==> src/rtl/btn_debounce_pulse.sv <==
// Pushbutton conditioner: two-flop synchronizer, debounce FSM, and one-cycle pulse per accepted press.
// Outputs are registered; btn_pulse/btn_level rise DB_COUNT+2 cycles after a clean press.
module btn_debounce_pulse #(
  parameter int DB_COUNT = 500000,
  parameter int CNT_W    = $clog2(DB_COUNT + 1)
) (
  input  logic clk,
  input  logic rst,
  input  logic btn_raw,
  output logic btn_pulse,
  output logic btn_level
);

  typedef enum logic [1:0] {
    IDLE         = 2'd0,
    PRESS_WAIT   = 2'd1,
    PRESSED      = 2'd2,
    RELEASE_WAIT = 2'd3
  } state_t;

  localparam bit               SINGLE   = (DB_COUNT == 1);
  localparam logic [CNT_W-1:0] CNT_LAST = CNT_W'(DB_COUNT - 1);
  localparam logic [CNT_W-1:0] CNT_ONE  = CNT_W'(1);

  logic             s1;
  logic             s;
  state_t           state;
  state_t           state_nx;
  logic [CNT_W-1:0] cnt;
  logic [CNT_W-1:0] cnt_nx;
  logic             pulse_nx;
  logic             level_nx;

  always_ff @(posedge clk or posedge rst) begin
    if (rst) begin
      s1        <= 1'b0;
      s         <= 1'b0;
      state     <= IDLE;
      cnt       <= '0;
      btn_pulse <= 1'b0;
      btn_level <= 1'b0;
    end else begin
      s1        <= btn_raw;
      s         <= s1;
      state     <= state_nx;
      cnt       <= cnt_nx;
      btn_pulse <= pulse_nx;
      btn_level <= level_nx;
    end
  end

  always_comb begin
    state_nx = state;
    cnt_nx   = cnt;
    case (state)
      IDLE: begin
        cnt_nx = '0;
        if (s) begin
          if (SINGLE) begin
            state_nx = PRESSED;
          end else begin
            state_nx = PRESS_WAIT;
            cnt_nx   = CNT_ONE;
          end
        end
      end
      PRESS_WAIT: begin
        if (!s) begin
          state_nx = IDLE;
          cnt_nx   = '0;
        end else if (cnt == CNT_LAST) begin
          state_nx = PRESSED;
          cnt_nx   = '0;
        end else begin
          cnt_nx = cnt + CNT_ONE;
        end
      end
      PRESSED: begin
        cnt_nx = '0;
        if (!s) begin
          if (SINGLE) begin
            state_nx = IDLE;
          end else begin
            state_nx = RELEASE_WAIT;
            cnt_nx   = CNT_ONE;
          end
        end
      end
      RELEASE_WAIT: begin
        if (s) begin
          state_nx = PRESSED;
          cnt_nx   = '0;
        end else if (cnt == CNT_LAST) begin
          state_nx = IDLE;
          cnt_nx   = '0;
        end else begin
          cnt_nx = cnt + CNT_ONE;
        end
      end
      default: begin
        state_nx = IDLE;
        cnt_nx   = '0;
      end
    endcase
  end

  // Pulse only on entry into PRESSED from the unpressed side; release never pulses.
  always_comb begin
    pulse_nx = (state_nx == PRESSED) && ((state == IDLE) || (state == PRESS_WAIT));
    level_nx = (state_nx == PRESSED) || (state_nx == RELEASE_WAIT);
  end

endmodule

==> config.mk <==
export PLATFORM = sky130hd
export DESIGN_NAME = btn_debounce_pulse
export DESIGN_NICKNAME = d
export VERILOG_FILES = /design/src/rtl/btn_debounce_pulse.sv
export SDC_FILE = /design/constraint.sdc
export NUM_CORES = 1
export LEC_CHECK = 0
export CORE_ASPECT_RATIO = 1.75
export CORE_MARGIN = 5
export CORE_UTILIZATION = 35
export CTS_BUF_LIST = sky130_fd_sc_hd__clkbuf_16
export CTS_CLUSTER_DIAMETER = 200
export CTS_CLUSTER_SIZE = 28
export DETAILED_ROUTE_END_ITERATION = 8
export GPL_ROUTABILITY_DRIVEN = 0
export REMOVE_ABC_BUFFERS = 1
export SYNTH_ARGS = -nofsm -noshare
export SYNTH_HDL_FRONTEND = slang
export SYNTH_SLANG_ARGS = --single-unit
==> constraint.sdc <==
create_clock -name clk -period 2.7 [get_ports clk]
set_clock_uncertainty 0.2 [all_clocks]
set_input_delay 0.405 -clock clk [delete_from_list [all_inputs] [get_ports clk]]
set_output_delay 0.405 -clock clk [all_outputs]
set_load 0.05 [all_outputs]
# ---- Yosys cells after proc, flatten, opt, wreduce, memory -nomap -nowiden
# Cells that the tools add are included.
dict set report totals {
  ff_bits 25
  elab_cells 30
}
dict set report op_classes {
  addsub 1
  eq_ne 6
  muxes 13
  n_reduce_logical 4
}
# cell count
set op_table {}
lappend op_table {{19-bit case mux with 4 select lines} 1}
lappend op_table {{19-bit 2-to-1 mux} 3}
lappend op_table {{19-bit by 1-bit adder with 19-bit output (second input constant)} 1}
lappend op_table {{19-bit == test (second input constant)} 1}
lappend op_table {{2-bit 2-to-1 mux} 6}
lappend op_table {{2-bit == test (second input constant)} 4}
lappend op_table {{2-bit case mux with 4 select lines} 1}
lappend op_table {{2-bit by 1-bit == test with 1-bit output (second input constant)} 1}
lappend op_table {{2-bit zero test} 1}
lappend op_table {{1-bit logical OR} 2}
lappend op_table {{1-bit 2-to-1 mux} 2}
lappend op_table {{1-bit logical AND} 1}

# ---- Depth between registers and ports, before layout
# Gate-level depths: netlist of the first run.
dict set report depth {
  depth_word 6
  mapped_depth 7
}

# ---- Least setup slack after synthesis of the first run
# No wires, ideal clock.
dict set report synth_path {
  path_type {register to register}
  startpoint {register cnt[7]}
  endpoint {register btn_level}
  setup_time_ps 125
  t_arrival_ps 1675
  required_ps 2375
  slack_ps 700
  path_stages_with_launch 6
  cell_sequence {dfrtp_1 > or4b_1 > nor4_2 > and3_1 > buf_6 > mux2_4}
}
dict set report synth_between {
  elab_chain_cells 6
  word_cells_on_any_way 9
}
# item line
set synth_lines {}
lappend synth_lines {{from (decl)} 29} ;# logic [CNT_W-1:0] cnt;
lappend synth_lines {{from (signal assigned)} 46} ;# cnt <= cnt_nx;
lappend synth_lines {{19-bit == test (*)} {71, 93}}
lappend synth_lines {{2-bit 2-to-1 mux, on equally long branches} {93, 71}}
lappend synth_lines {{2-bit 2-to-1 mux, on equally long branches} {90, 68}}
lappend synth_lines {{2-bit case mux with 4 select lines (*)} 55} ;# case (state)
lappend synth_lines {{2-bit == test} 110} ;# level_nx = (state_nx == PRESSED) || (state_nx == RELEASE_WAIT);
lappend synth_lines {{1-bit logical OR (*)} 110}
lappend synth_lines {{net level_nx} 32} ;# logic level_nx;
lappend synth_lines {{to (signal assigned)} 48} ;# btn_level <= level_nx;
lappend synth_lines {{to (decl)} 11} ;# output logic btn_level
# Mark *: on every way through the listed nets, which the timed path passes. The rest lies on a longest branch.

# ---- Final worst setup path of the first run
dict set report layout_path {
  startpoint {register cnt[7]}
  endpoint {register state[1]}
}
dict set report layout_between {
  elab_chain_cells 4
  word_cells_on_any_way 6
}
# item line
set layout_lines {}
lappend layout_lines {{19-bit == test (*)} {71, 93}}
lappend layout_lines {{2-bit 2-to-1 mux, on equally long branches} {93, 71}}
lappend layout_lines {{2-bit 2-to-1 mux, on equally long branches} {90, 68}}
lappend layout_lines {{2-bit case mux with 4 select lines (*)} 55}
lappend layout_lines {{net state_nx[1]} 28} ;# state_t state_nx;
lappend layout_lines {{to (signal assigned)} 45} ;# state <= state_nx;
lappend layout_lines {{to (decl)} 27} ;# state_t state;
# Marked as above.

==> results of run 1 <==
[sequential cells by signal, indices dropped and copies added, names as in the netlist]
signal,flops
cnt,19
state,2
btn_level,1
btn_pulse,1
s,1
s1,1
[through the flow]
stage | setup slack (ns) | cells
6_report | 0.543 | 168
3_5_place_dp | 0.564 | 164
3_3_place_gp | 0.597 | 164
5_1_grt | 0.451 | 168
4_1_cts | 0.546 | 168
2_1_floorplan | 0.696 | 114
[report_power, final]
part	switching (mW)	internal (mW)	total (mW)	leakage, nW
registers	0.00434	0.379	0.383	0.340
clock network	0.126	0.199	0.325	0.0409
logic	0.0143	0.00714	0.0214	0.193
[final cells by class]
| type | count | area share |
|---|---|---|
| clock inverter | 1 | 0.00364 |
| timing repair buffer | 5 | 0.0346 |
| multi-input combinational | 84 | 0.398 |
| inverter | 5 | 0.0136 |
| sequential | 25 | 0.455 |
| clock buffer | 3 | 0.0546 |
| tap | 45 | 0.0409 |
[cells in the final DEF (no fill, tap or decap)]
cell / n
and4_2: 1
nand2_1: 5
and3b_2: 1
or4_1: 1
ha_1: 1
nor4_2: 1
a211o_2: 1
and2_1: 3
nor2_1: 16
and4b_2: 1
and4_1: 1
nand3_1: 7
or4b_1: 1
and3_1: 6
nand4_1: 6
clkinv_2: 1
buf_4: 1
or3_1: 3
nor3_1: 1
a21oi_1: 5
o31ai_1: 1
o21ai_0: 4
and3_2: 1
clkdlybuf4s50_1: 4
a211oi_1: 1
and4_4: 1
mux2_4: 2
xnor2_1: 6
inv_1: 5
dfrtp_1: 25
clkbuf_16: 3
xor2_1: 7
[path summary, 6_finish.rpt]
check                       endpoint  slack (ns)  cells past startpoint    from
min in group asynchronous  btn_level        0.29                      3     rst
max reg2reg                 state[1]        0.54                      4  cnt[7]
max                         state[1]        0.54                      4  cnt[7]
min reg2reg                        s        0.15                      0      s1
max in group asynchronous    cnt[17]        1.76                      3     rst
min                                s        0.15                      0      s1
[metal layers]
| layer | share of wire | GRT usage | up-vias |
|---|---|---|---|
| li1 | - | - | 422 |
| met1 | 0.39 | 0.108 | 446 |
| met2 | 0.56 | 0.209 | 10 |
| met3 | 0.018 | 0.0153 | 5 |
| met4 | 0.022 | 0.0567 | 0 |
| met5 | 0 | 0 | - |
[kinds of logic after synthesis]
group / after synthesis / synth area share
simple gates: 56 / 0.262
fa+ha+maj: 1 / 0.0102
compound gates: 12 / 0.0574
flops: 25 / 0.512
mux: 2 / 0.0246
buf+inv: 8 / 0.0400
xor+xnor: 13 / 0.0932
==> key figures, run 1 <==
Setup path
  – Worst setup SP type: register
  – CP peak stage delay: 0.57 ns
  – CP bufs+invs: 0
  – CP cell instances: or4b_1 -> nor4_2 -> and3_1 -> mux2_4
  – Critical path endpoint category: register
  – Crit path max fanout: 6
  – WS Path Type: register to register
  – Critical Path RT: 2.64 ns
  – Critical Path AT: 2.10 ns
  – CP delay by family, top: simple AND/OR/NAND/NOR gates
  – Crit path max-delay cell type: or4b_1

Clock tree
  – Clk slew on worst S/H paths: 0.06 ns
  – Clk_lat worst skew: 0.26 ns
  – CTS root buf: clkbuf_16
  – CTS hold repair buffers: 0
  – H-Tree Level Count: 1
  – Total CTS buffers: 3
  – Clock buffer depth: 2
  – Setup Fix Bufs, Post-CTS: 0
  – CTS resizes: 0
  – CTS tree: done
  – # clock sinks: 25

Place
  – Hpwl dp: 1.63 mm
  – I/O Buffers: 4
  – Area of placed instances: 1290 sq um

Yosys
  – Synth warn: 0
  – Ys async rst share: 1.00
  – Top FF cell, synth: dfrtp_1
  – Synth Register Bits: 25
  – Synth top area share: 0.512
  – Avg Inst Size Synth: 10.4 sq um
  – Sequential fraction of the synthesis area: 0.512
  – Area leader, netlist: dfrtp_1
  – Post-Synthesis Cells: 117
  – Cell Area, Synth: 1220 sq um
  – Commonest cells in the netlist: dfrtp_1 (25), nor2_1 (16), nand3_1 (7), xor2_1 (7)
  – Most numerous cell in the Yosys netlist: dfrtp_1
  – Number of synthesized flops with an enable pin: 0
  – Largest cells by area after synthesis: dfrtp_1 (51%), xor2_1 (5.0%), nor2_1 (4.9%)
  – Post-synth cell types: 30

Finish
  – Antenna diode count: 0
  – Final Instance Area: 1380 sq um
  – Area of the multi-input gates: 547 sq um
  – Layout cells sized above 1: 0.114
  – Fin nets: 128
  – Layout fillers: 352
  – Area grow syn2layout: 12.6%
  – Register Area: 626 sq um
  – Finished Core Util: 0.409

Die
  – Cell row count: 28
  – Die Area: 4820 sq um
  – Total core area: 3360 sq um
  – Top Ports: 5
  – Starting Density: 0.363
  – Die Ht: 88.1 um
  – Die extent in x: 54.7 um

STA
  – Highest clock rate: 0.464 GHz
  – Worst Tran Pin Value: 0.501 ns
  – Final Cycle Share: 0.799
  – Max-slew violations: 0
  – Unrepaired setup endpoints after global routing: false
  – Final setup violation count: 0
  – Post-route minimum period: 2.16 ns
  – Slew margin rel.: 0.665
  – Fin Hold WS: 0.148 ns
  – Final Hold Vio Count: 0
  – Total negative slack: 0 ns

Detailed routing
  – Via count: 883
  – DRT Pass-1 Iters: 4
  – DR vias/cell: 5.26
  – Post-route ant nets: 0
  – DR WL/cell: 13.6 um
  – Initial DRC Count: 9
  – Post-Route WL: 2.28 mm
  – Drt drc: 0

Power and ir drop
  – Leakage Power: 0.574 nW
  – Worst vdd rail ir drop: 0.302 mV
  – P per Cell Area: 531 nW/um^2
  – Total power: 0.730 mW

Global routing
  – Overall global routing resource usage: 0.111
  – Initial antenna violation count: 0
  – Largest net degree at the start of global routing: 26
  – First-pass GRT wire length: 3.92 mm
  – Vias in the first global route: 917
  – GRT overflow: 0

Hold path
  – Hold Crit Class: register to register

Run
  – Max Cap Violations: 0

Run status
  – Status: finished clean
Power figures use the tool's default switching activity.
==> inputs of run 2 (changes only) <==
==> constraint.sdc (replaced) <==
create_clock -name clk -period 2 [get_ports clk]
set_clock_uncertainty 0.2 [all_clocks]
set_input_delay 0.3 -clock clk [delete_from_list [all_inputs] [get_ports clk]]
set_output_delay 0.3 -clock clk [all_outputs]
set_load 0.05 [all_outputs]
==> run 2 against run 1 <==
Against the previous run:
- highest routed layer unchanged
- register-to-register slack lost 0.52 ns
- hold slack better by 0.00058 ns
- largest power group unchanged
- power grew 37%
- combinational power rose by 72%
- flip-flop and latch count did not move
- global-route usage is 1.2 points higher
- first-iteration DRC count increased to 3.1 times the previous value
- largest cell class unchanged
- final area grew 6.3%
- non-clock buffer count up 11
- cell count is 6.5% higher
- clock power rose by 38%
- die area unchanged
==> key figures, run 2 (synthesis results as in run 1) <==
Run status
  – Status: finished clean

Place
  – Hpwl dp: 1.74 mm (+6.7%)
  – I/O Buffers: 4 (unchanged)
  – Dpl ws: -0.00180 ns (-0.565 ns)

Global routing
  – First-pass GRT wire length: 4.33 mm (+11%)
  – Overall global routing resource usage: 0.122 (+0.0117)
  – Initial antenna violation count: 0 (unchanged)
  – GRT overflow: 0 (unchanged)
  – GR peak layer: met2
  – Global routing usage on met3: 0.0204 (+0.00511)
  – Largest net degree at the start of global routing: 26 (unchanged)
  – Vias in the first global route: 984 (+7.3%)
  – Met2 usage: 0.207 (-0.00216)
  – Met1 GRT Util: 0.137 (+0.0288)

Die
  – Starting Density: 0.363 (unchanged)
  – Die Ht: 88.1 um (unchanged)
  – Die extent in x: 54.7 um (unchanged)
  – Cell row count: 28 (unchanged)
  – Top Ports: 5 (unchanged)
  – Die Area: 4820 sq um (unchanged)
  – Total core area: 3360 sq um (unchanged)

Power and ir drop
  – P per Cell Area: 684 nW/um^2 (+29%)
  – Worst vdd rail ir drop: 0.509 mV (+69%)
  – Total power: 1.00 mW (+37%)
  – Leakage Power: 0.627 nW (+9.1%)

Setup path
  – Worst setup SP type: register
  – CP cell instances: or4b_1 -> nor4_2 -> and3_2 -> mux2_4
  – Crit path max fanout: 4 (-2)
  – RR Startpoint: cnt[7]
  – Critical path endpoint category: register
  – Critical Path RT: 1.95 ns (-0.69 ns)
  – Crit path max-delay cell type: or4b_1
  – WS Path Type: register to register
  – Worst Setup SP: cnt[7]
  – CP peak stage delay: 0.54 ns (-0.03 ns)
  – Critical Path AT: 1.93 ns (-0.17 ns)

Hold path
  – Hold Crit Class: register to register
  – Start point of the worst hold path: s1

Clock tree
  – Clk slew on worst S/H paths: 0.06 ns (about the same)
  – Clk_lat worst skew: 0.26 ns (about the same)
  – CTS tree: done
  – CTS hold repair buffers: 0 (unchanged)
  – Clock buffer depth: 2 (unchanged)
  – Total CTS buffers: 3 (unchanged)
  – CTS root buf: clkbuf_16
  – H-Tree Level Count: 1 (unchanged)
  – # clock sinks: 25 (unchanged)

STA
  – Slew margin rel.: 0.665 (about the same)
  – Max-slew violations: 0 (unchanged)
  – Post-route minimum period: 1.98 ns (-0.180 ns)
  – Final setup margin: 0.0235 ns (-0.520 ns)
  – Total negative slack: 0 ns (unchanged)
  – Worst Tran Pin Value: 0.500 ns (-0.000437 ns)
  – Final Cycle Share: 0.988 (+0.189)
  – Unrepaired setup endpoints after global routing: true
  – Final setup violation count: 0 (unchanged)
  – Highest clock rate: 0.506 GHz (+9.1%)
  – Final Hold Vio Count: 0 (unchanged)

Finish
  – Most frequent cells in the layout: dfrtp_1 (25), nor2_1 (16), buf_4 (12)
  – Area grow syn2layout: 19.7%
  – Fin nets: 139 (+8.6%)
  – Layout cells sized above 1: 0.194 (+0.0802)
  – Layout fillers: 344 (-2.3%)
  – Antenna diode count: 0 (unchanged)
  – Max reg flops: 19 (unchanged)
  – Register bank with the most flops: cnt
  – Most common cell after layout, fill and taps aside: dfrtp_1
  – Finished Core Util: 0.435 (+0.0257)
  – Top Registers: cnt: 19 flops, state: 2 flops

Detailed routing
  – DR WL/cell: 13.4 um (-1.5%)
  – Initial DRC Count: 28 (+19)
  – Via count: 884 (+0.11%)
  – Drt drc: 0 (unchanged)
  – Post-Route WL: 2.40 mm (+5.0%)
  – DR vias/cell: 4.94 (-6.0%)
  – Post-route ant nets: 0 (unchanged)
  – DRT Pass-1 Iters: 4 (unchanged)

Run
  – Max Cap Violations: 0 (unchanged)
-- run 2: changes by cell type in the layout (fill, tap and decap cells not counted), sizes merged --
cell / before / now
buf: 1 / 12
clkinv: 1 / 0
clkinvlp: 0 / 1
-- run 2: cell type report --
type | count | area, sq um | share of cell area
flip-flops and latches | 25 | 626 | 0.428
multi-input cells | 84 | 548 | 0.375
repair buffers | 16 | 130 | 0.0890
clock buffers | 3 | 75.1 | 0.0514
well taps | 45 | 56.3 | 0.0385
inverters | 5 | 18.8 | 0.0128
clock inverters | 1 | 7.51 | 0.00514
-- run 2: final timing paths --
kind / depth (start not counted) / slack (ns) / end
worst min register to register: 0 / 0.15 / s
worst min-delay path: 0 / 0.15 / s
min in group asynchronous: 3 / 0.18 / state[1]
worst max-delay path: 4 / 0.02 / btn_level
max in group asynchronous: 3 / 1.17 / cnt[15]
worst max register to register: 4 / 0.02 / btn_level
-- run 2: where the power goes --
| group | total, mW | internal [mW] | switching (mW) |
|---|---|---|---|
| combinational | 0.0369 | 0.0136 | 0.0233 |
| clock | 0.449 | 0.272 | 0.177 |
| sequential | 0.515 | 0.511 | 0.00329 |
| total | 1.00 | 0.796 | 0.204 |
-- run 2: per-layer routing --
layer  vias up  part of all wire
li1        443                 -
met1       428              0.38
met2         8              0.57
met3         5             0.018
met4         0             0.024
met5         -                 0
-- run 2: worst max-delay path: cells and delay by family (launching register included) --
kind          cells  cell delay, ns
flops             1            0.37
mux               1            0.30
simple gates      3            0.99
-- run 2: repair_timing --
action                     in CTS  in global routing
resized for setup               1                  0
buffers inserted                0                  2
setup endpoints to repair       2                 20
-- run 2: per-stage QoR --
step,cell area (sq um),hold slack (ns),instances
after global placement,1360,0.133,173
after detailed placement,1360,0.135,173
after CTS,1450,0.150,177
final,1460,0.149,179
after global routing,1460,0.158,179
after floorplan,1190,0.127,114
